$ cat config.mk
export PLATFORM = sky130hd
export DESIGN_NAME = operand_fetch
export DESIGN_NICKNAME = d
export VERILOG_FILES = /design/src/rtl/operand_fetch.sv
export SDC_FILE = /design/constraint.sdc
export NUM_CORES = 1
export LEC_CHECK = 0
export BUFFER_PORTS_ARGS = -buffer_cell sky130_fd_sc_hd__buf_2
export CORE_MARGIN = 2
export CORE_UTILIZATION = 37
export CTS_BUF_LIST = sky130_fd_sc_hd__clkbuf_8
export DETAILED_ROUTE_END_ITERATION = 8
export PLACE_DENSITY_LB_ADDON = 0.08
export SYNTH_ARGS = -nofsm -noshare
export SYNTH_HDL_FRONTEND = slang
export SYNTH_SLANG_ARGS = --single-unit
$ cat constraint.sdc
create_clock -name Clk -period 11 [get_ports Clk]
set_clock_uncertainty 0.05 [all_clocks]
set_input_delay 0.55 -clock Clk [delete_from_list [all_inputs] [get_ports Clk]]
set_output_delay 0.55 -clock Clk [all_outputs]
set_load 0.02 [all_outputs]
$ cat src/rtl/operand_fetch.sv
// Operand-fetch stage: 16x8 register file, pending-write scoreboard and a registered valid/ready operand bundle.
// Optional same-cycle writeback forwarding is enabled by defining OPFETCH_BYPASS_EN.
module operand_fetch #(
    parameter int W    = 8,
    parameter int NREG = 16
) (
    input  logic         Clk,
    input  logic         Reset,
    input  logic         in_valid,
    output logic         in_ready,
    input  logic [3:0]   in_opcode,
    input  logic [3:0]   in_ra,
    input  logic [W-1:0] in_b_val,
    input  logic         in_b_const,
    input  logic         in_wr,
    input  logic [3:0]   in_rd,
    input  logic         wb_en,
    input  logic [3:0]   wb_addr,
    input  logic [W-1:0] wb_data,
    output logic         out_valid,
    input  logic         out_ready,
    output logic [3:0]   out_opcode,
    output logic [W-1:0] out_a,
    output logic [W-1:0] out_b,
    output logic         out_b_const,
    output logic         out_wr,
    output logic [3:0]   out_rd
);

    logic [NREG-1:0][W-1:0] r_regs;
    logic [NREG-1:0]        r_pend;

    logic                   r_out_valid;
    logic [3:0]             r_out_opcode;
    logic [W-1:0]           r_out_a;
    logic [W-1:0]           r_out_b;
    logic                   r_out_b_const;
    logic                   r_out_wr;
    logic [3:0]             r_out_rd;

    logic [3:0]             w_b_idx;
    logic [NREG-1:0]        w_clr;
    logic [NREG-1:0]        w_set;
    logic [NREG-1:0]        w_pend_vis;
    logic [W-1:0]           w_rd_a;
    logic [W-1:0]           w_rd_b;
    logic [W-1:0]           w_b;
    logic                   w_hazard;
    logic                   w_accept;

    assign w_b_idx = in_b_val[3:0];

    always_comb begin
        w_clr = '0;
        if (wb_en)
            w_clr[wb_addr] = 1'b1;
    end

    always_comb begin
        w_set = '0;
        if (w_accept && in_wr)
            w_set[in_rd] = 1'b1;
    end

`ifdef OPFETCH_BYPASS_EN
    // A register being written back this cycle is already resolved: forward its data.
    assign w_pend_vis = r_pend & ~w_clr;

    always_comb begin
        w_rd_a = r_regs[in_ra];
        w_rd_b = r_regs[w_b_idx];
        if (wb_en && (wb_addr == in_ra))
            w_rd_a = wb_data;
        if (wb_en && (wb_addr == w_b_idx))
            w_rd_b = wb_data;
    end
`else
    assign w_pend_vis = r_pend;

    always_comb begin
        w_rd_a = r_regs[in_ra];
        w_rd_b = r_regs[w_b_idx];
    end
`endif

    assign w_b = in_b_const ? in_b_val : w_rd_b;

    // Constant B operands never look at the scoreboard.
    assign w_hazard = in_valid &&
                      (w_pend_vis[in_ra] ||
                       (!in_b_const && w_pend_vis[w_b_idx]) ||
                       (in_wr && w_pend_vis[in_rd]));

    assign in_ready = (!r_out_valid || out_ready) && !w_hazard;
    assign w_accept = in_valid && in_ready;

    always_ff @(posedge Clk or posedge Reset) begin
        if (Reset) begin
            r_regs <= '0;
        end else if (wb_en) begin
            r_regs[wb_addr] <= wb_data;
        end
    end

    // Set is applied after clear so an issue and a writeback to the same index leave it pending.
    always_ff @(posedge Clk or posedge Reset) begin
        if (Reset)
            r_pend <= '0;
        else
            r_pend <= (r_pend & ~w_clr) | w_set;
    end

    always_ff @(posedge Clk or posedge Reset) begin
        if (Reset) begin
            r_out_valid   <= 1'b0;
            r_out_opcode  <= '0;
            r_out_a       <= '0;
            r_out_b       <= '0;
            r_out_b_const <= 1'b0;
            r_out_wr      <= 1'b0;
            r_out_rd      <= '0;
        end else if (w_accept) begin
            r_out_valid   <= 1'b1;
            r_out_opcode  <= in_opcode;
            r_out_a       <= w_rd_a;
            r_out_b       <= w_b;
            r_out_b_const <= in_b_const;
            r_out_wr      <= in_wr;
            r_out_rd      <= in_rd;
        end else if (r_out_valid && out_ready) begin
            r_out_valid   <= 1'b0;
        end
    end

    assign out_valid   = r_out_valid;
    assign out_opcode  = r_out_opcode;
    assign out_a       = r_out_a;
    assign out_b       = r_out_b;
    assign out_b_const = r_out_b_const;
    assign out_wr      = r_out_wr;
    assign out_rd      = r_out_rd;

endmodule

; Word level (Yosys, flattened, before mapping)
; Cells that the tools add are included.
[classes]
n_lt_le_gt_ge = 6
reduce_logical = 16
bitwise = 3
mux = 22
[op_table]
columns = cell, count
row1 = $bwmux 128, 1
row2 = $bmux 8 s4, 2
row3 = $demux 8 s4, 1
row4 = $mux 16, 2
row5 = $mux 8, 4
row6 = $lt 4x5->1 const B, 4
row7 = $and 16x16->16, 1
row8 = $not 16->16, 1
row9 = $or 16x16->16, 1
row10 = $bmux 1 s4, 3
row11 = $logic_and 1x1->1, 9
row12 = $demux 1 s4, 2
row13 = $ge 4x1->1 const B, 2
row14 = $mux 1, 7
row15 = $logic_not 1->1, 3
row16 = $logic_or 1x1->1, 3
row17 = $reduce_bool 2->1, 1
[totals]
ff_bits = 171
wordCells = 71
output_inout_bits = 28

; Depth between registers and ports, before layout
[depth]
ltp_word = 12
ltp_mapped = 10
ltp_nobuf = 6

; Worst setup path after synthesis
; Ideal clock, no wire load.
[synth_path]
kind = in2out
start = input port in_b_val[1]
end = output port in_ready
cell_stages = 6
path_slack_ps = 8294
arrival_ps = 2106
t_required_ps = 10400
path_cell_list = clkbuf_1 -> mux4_2 -> o211ai_1 -> nand4_1 -> o21ai_0 -> and2_1
[synth_via]
elab_chain_cells = 8
[synth_rtl]
columns = item, line_no
row1 = start: declaration, 13  ; input logic [W-1:0] in_b_val,
row2 = $bmux 1 s4, 91  ; (!in_b_const && w_pend_vis[w_b_idx]) ||
row3 = $mux 1 (implied by the code), 91
row4 = $logic_and 1x1->1, 91
row5 = $logic_or 1x1->1, 90  ; (w_pend_vis[in_ra] ||
row6 = $logic_or 1x1->1, 91
row7 = $logic_and 1x1->1, 89  ; assign w_hazard = in_valid &&
row8 = $logic_not 1->1, 94  ; assign in_ready = (!r_out_valid || out_ready) && !w_hazard;
row9 = $logic_and 1x1->1, 94
row10 = end: declaration, 10  ; output logic in_ready,
; No other way between the ends. The select of a mux whose other input is x is not followed.

; Worst setup path after layout
[layout_path]
start = input port in_b_val[0]
end = output port in_ready
; The elaborated chain is that of the path after synthesis.

==> impl_metrics.tcl <==
set metrics [dict create \
    critPathLaunchType "input port" \
    status "finished, final reports clean" \
    synth_edf_count 0 \
    numPortBuffers 66 \
    grt_max_degree 102 \
    cp_max_fo 39 \
    synthAdderAreaFrac_pct 0 \
    synth_seq_area_share_pct 47.7 \
    worstRegToRegCells 5 \
    post_cts_buffers 0 \
    ant_nets 0 \
    synth-async-reset-ratio_pct 100 \
    internal_power_mw 1.28 \
    drt_iter0_drc 262 \
    final-setup-viol-count 0 \
    grt_pass1_vias 5873 \
    drc 0 \
    peakVddDrop_uv 62.9 \
    critPathCaptureType "output pin" \
    p_seq_share_pct 48.5 \
    seqCellArea_um2 4280 \
    clkPwrFrac_pct 23.4 \
    wl_um 24800 \
    setup_tns_ps 0 \
    p_total_mw 1.87 \
    fp-row-count 56 \
    cpPeakStageDelay_ps 630 \
    grt_overflow_total 0 \
    cp_common_cell "buf_2" \
    slew_headroom_pct 27.4 \
    ys_top_cells_by_area "dfrtp_1, mux4_2, mux2_2, a32o_1, mux2i_1" \
    syn_avg_cell_area_um2 15.0 \
    firstDrtPassIters 4 \
    clock_latency_ps 460 \
    nNetsFinal 693 \
    clkTransAtPathRegs_ps 100 \
    yosys-mux-area-fraction_pct 42.0 \
    dp.cells 954 \
    grt_first_pass_wirelength_um 37500 \
    worstPathRequired_ps 10400 \
    vias_per_cell 5.69 \
    antenna-diode-count 0 \
    synth_top_area_cell "dfrtp_1" \
    crit_arrival_ps 2890 \
    netSwitchingPower_mw 0.591 \
    clock_path_buffers 2 \
    fillers 2175 \
    drv_cap 0 \
    yosysUniqueCellTypes 31 \
    rsz0062_at_grt "false" \
    p_sw_share_pct 31.5 \
    slowest_stage "buf_4" \
    synthXorXnorAreaFrac_pct 0 \
    syn_inst 600 \
    pwr-share-comb_pct 28.1 \
    hold_path_class "input port to async pin" \
    pin_count 67 \
    core_area_um2 23600 \
    cts_htree_levels 4 \
    track_usage_pct 20.0 \
    clock_sinks 171 \
    path_cells "buf_2 > buf_4 > mux4_2 > o211ai_1 > nand4_1 > o21ai_0 > and2_1 > buf_2" \
    route.vias.total 5610 \
    ys_seq_elements 171 \
    tightestPinTransition_ps 1090 \
    synthFlopType "dfrtp_1" \
    dieArea_um2 25500 \
    clock-root-buffer "clkbuf_8" \
    p_leak_nw 4.15 \
    antenna_found_initial 0 \
    numCtsBuffers 17 \
    layout.cells.non_filler 986 \
    timing.final.hold_violations 0 \
    period_share_pct 31.7 \
    dp_hpwl_um 15100 \
    multiInputGateArea_um2 4450 \
    cts_resized 0 \
    cp_top_family "buffers and inverters" \
    gp_congestion 0.811 \
    cts_tree "built" \
    start_util_pct 38.0 \
    worstSetupPathType "input port to output pin" \
    path_buf_inv 3 \
    synthSimpleGateAreaFrac_pct 3.89 \
    layout-drive-gt1-share_pct 52.9 \
    layout_commonest_cell "dfrtp_1" \
    dieHeight_um 160 \
    final_cell_mix "dfrtp_1, mux2_2, mux4_2" \
    pre_cts_slack_ps 7120 \
    finalWorstSetupSlack_ps 7510 \
    wire_per_inst_um 25.1 \
    synth_top_family_by_area "multiplexers" \
    synth_warnings 0 \
    synth_nets 639 \
    syn_to_final_growth_pct 11.3 \
    slew_viol_final 0 \
    cts_hold_repair.buffers 0 \
    worst-path-stages 8 \
    synth_top_area_share_pct 47.7 \
    final.min_clock_period_ps 3490 \
    p_per_area_nw_per_um2 188 \
    syn-cell-area_um2 8970 \
    die_w_um 160 \
    timing.fmax_ghz 0.287 \
    synth_compound_area_share_pct 3.57 \
]
## synth_stat cells, drive strengths merged, types with 3 or more instances
library cell / instances
nand2: 8
nand3: 3
nand2b: 11
o31ai: 3
nand3b: 4
nor2: 34
inv: 17
buf: 17
o211ai: 4
nor2b: 3
o22ai: 6
a32o: 16
mux4: 80
mux2i: 14
mux2: 162
a21oi: 9
dfrtp: 171
clkbuf: 25
o21ai: 5
## flip-flops by register name, indices dropped and copies added, names as in the netlist
name / flops
out_rd: 4
out_b_const: 1
out_b: 8
out_a: 8
r_regs: 128
out_valid: 1
out_wr: 1
out_opcode: 4
r_pend: 16
## through the flow
stage | hold slack, ps | utilization, % | area [µm²]
4_1_cts | 218 | 42.3 | 9990
3_5_place_dp | 420 | 40.7 | 9610
6_report | 237 | 42.3 | 9990
2_1_floorplan | 441 | - | 8970
5_1_grt | 221 | 42.3 | 9990
3_3_place_gp | 414 | 40.7 | 9610
## area by class of cell
type	count	area share, %
Sequential cell	171	42.8
Multi-Input combinational cell	370	44.5
Clock inverter	14	1.34
Inverter	17	0.689
Tap cell	319	4.00
Clock buffer	18	2.48
Timing Repair Buffer	77	4.13
## routing by layer
metal  vias up  part of all wire [%]  wire (µm)  GRT usage, %
met4         0                   1.1        280          4.50
met1      3032                    47      11600          28.9
met3        19                   5.5       1370          5.25
met5         -                     0          0             0
li1       2408                     -          -             -
met2       151                    46      11500          30.5
## worst paths after layout
kind	startpoint	to	slack [ps]
max in group asynchronous	Reset	r_regs[61]$_DFFE_PP0P_	9160
worst max-delay path	in_b_val[0]	in_ready	7510
min in group Clk	in_opcode[3]	out_opcode[3]$_DFFE_PP0P_	250
worst max register to register	r_pend[13]$_DFF_PP0_	out_a[4]$_DFFE_PP0P_	8130
worst min-delay path	Reset	r_regs[10]$_DFFE_PP0P_	240
worst min register to register	out_wr$_DFFE_PP0P_	out_wr$_DFFE_PP0P_	440
## power groups by stage
stage          logic, mW  registers (mW)  clock network, mW
3_3_place_gp       0.523           0.912                  0
5_1_grt            0.566           0.931              0.482
4_1_cts            0.533           0.908              0.456
6_report           0.526           0.909              0.439
3_5_place_dp       0.532           0.921                  0
2_1_floorplan      0.361           0.933                  0
## worst reg2reg max path, stage by stage (launching register included)
cell      delay (ps)
dfrtp_1          430
mux4_2           480
o211ai_1         220
nand4_1          290
nor2_4           850
mux2_2           430
## cell families (layout without fill, tap and decap cells)
group	count (synthesis)	in the layout
mux	256	256
flops	171	171
simple gates	71	71
buf+inv	59	126
compound gates	43	43
No activity file was read; power rests on OpenSTA's default activity.
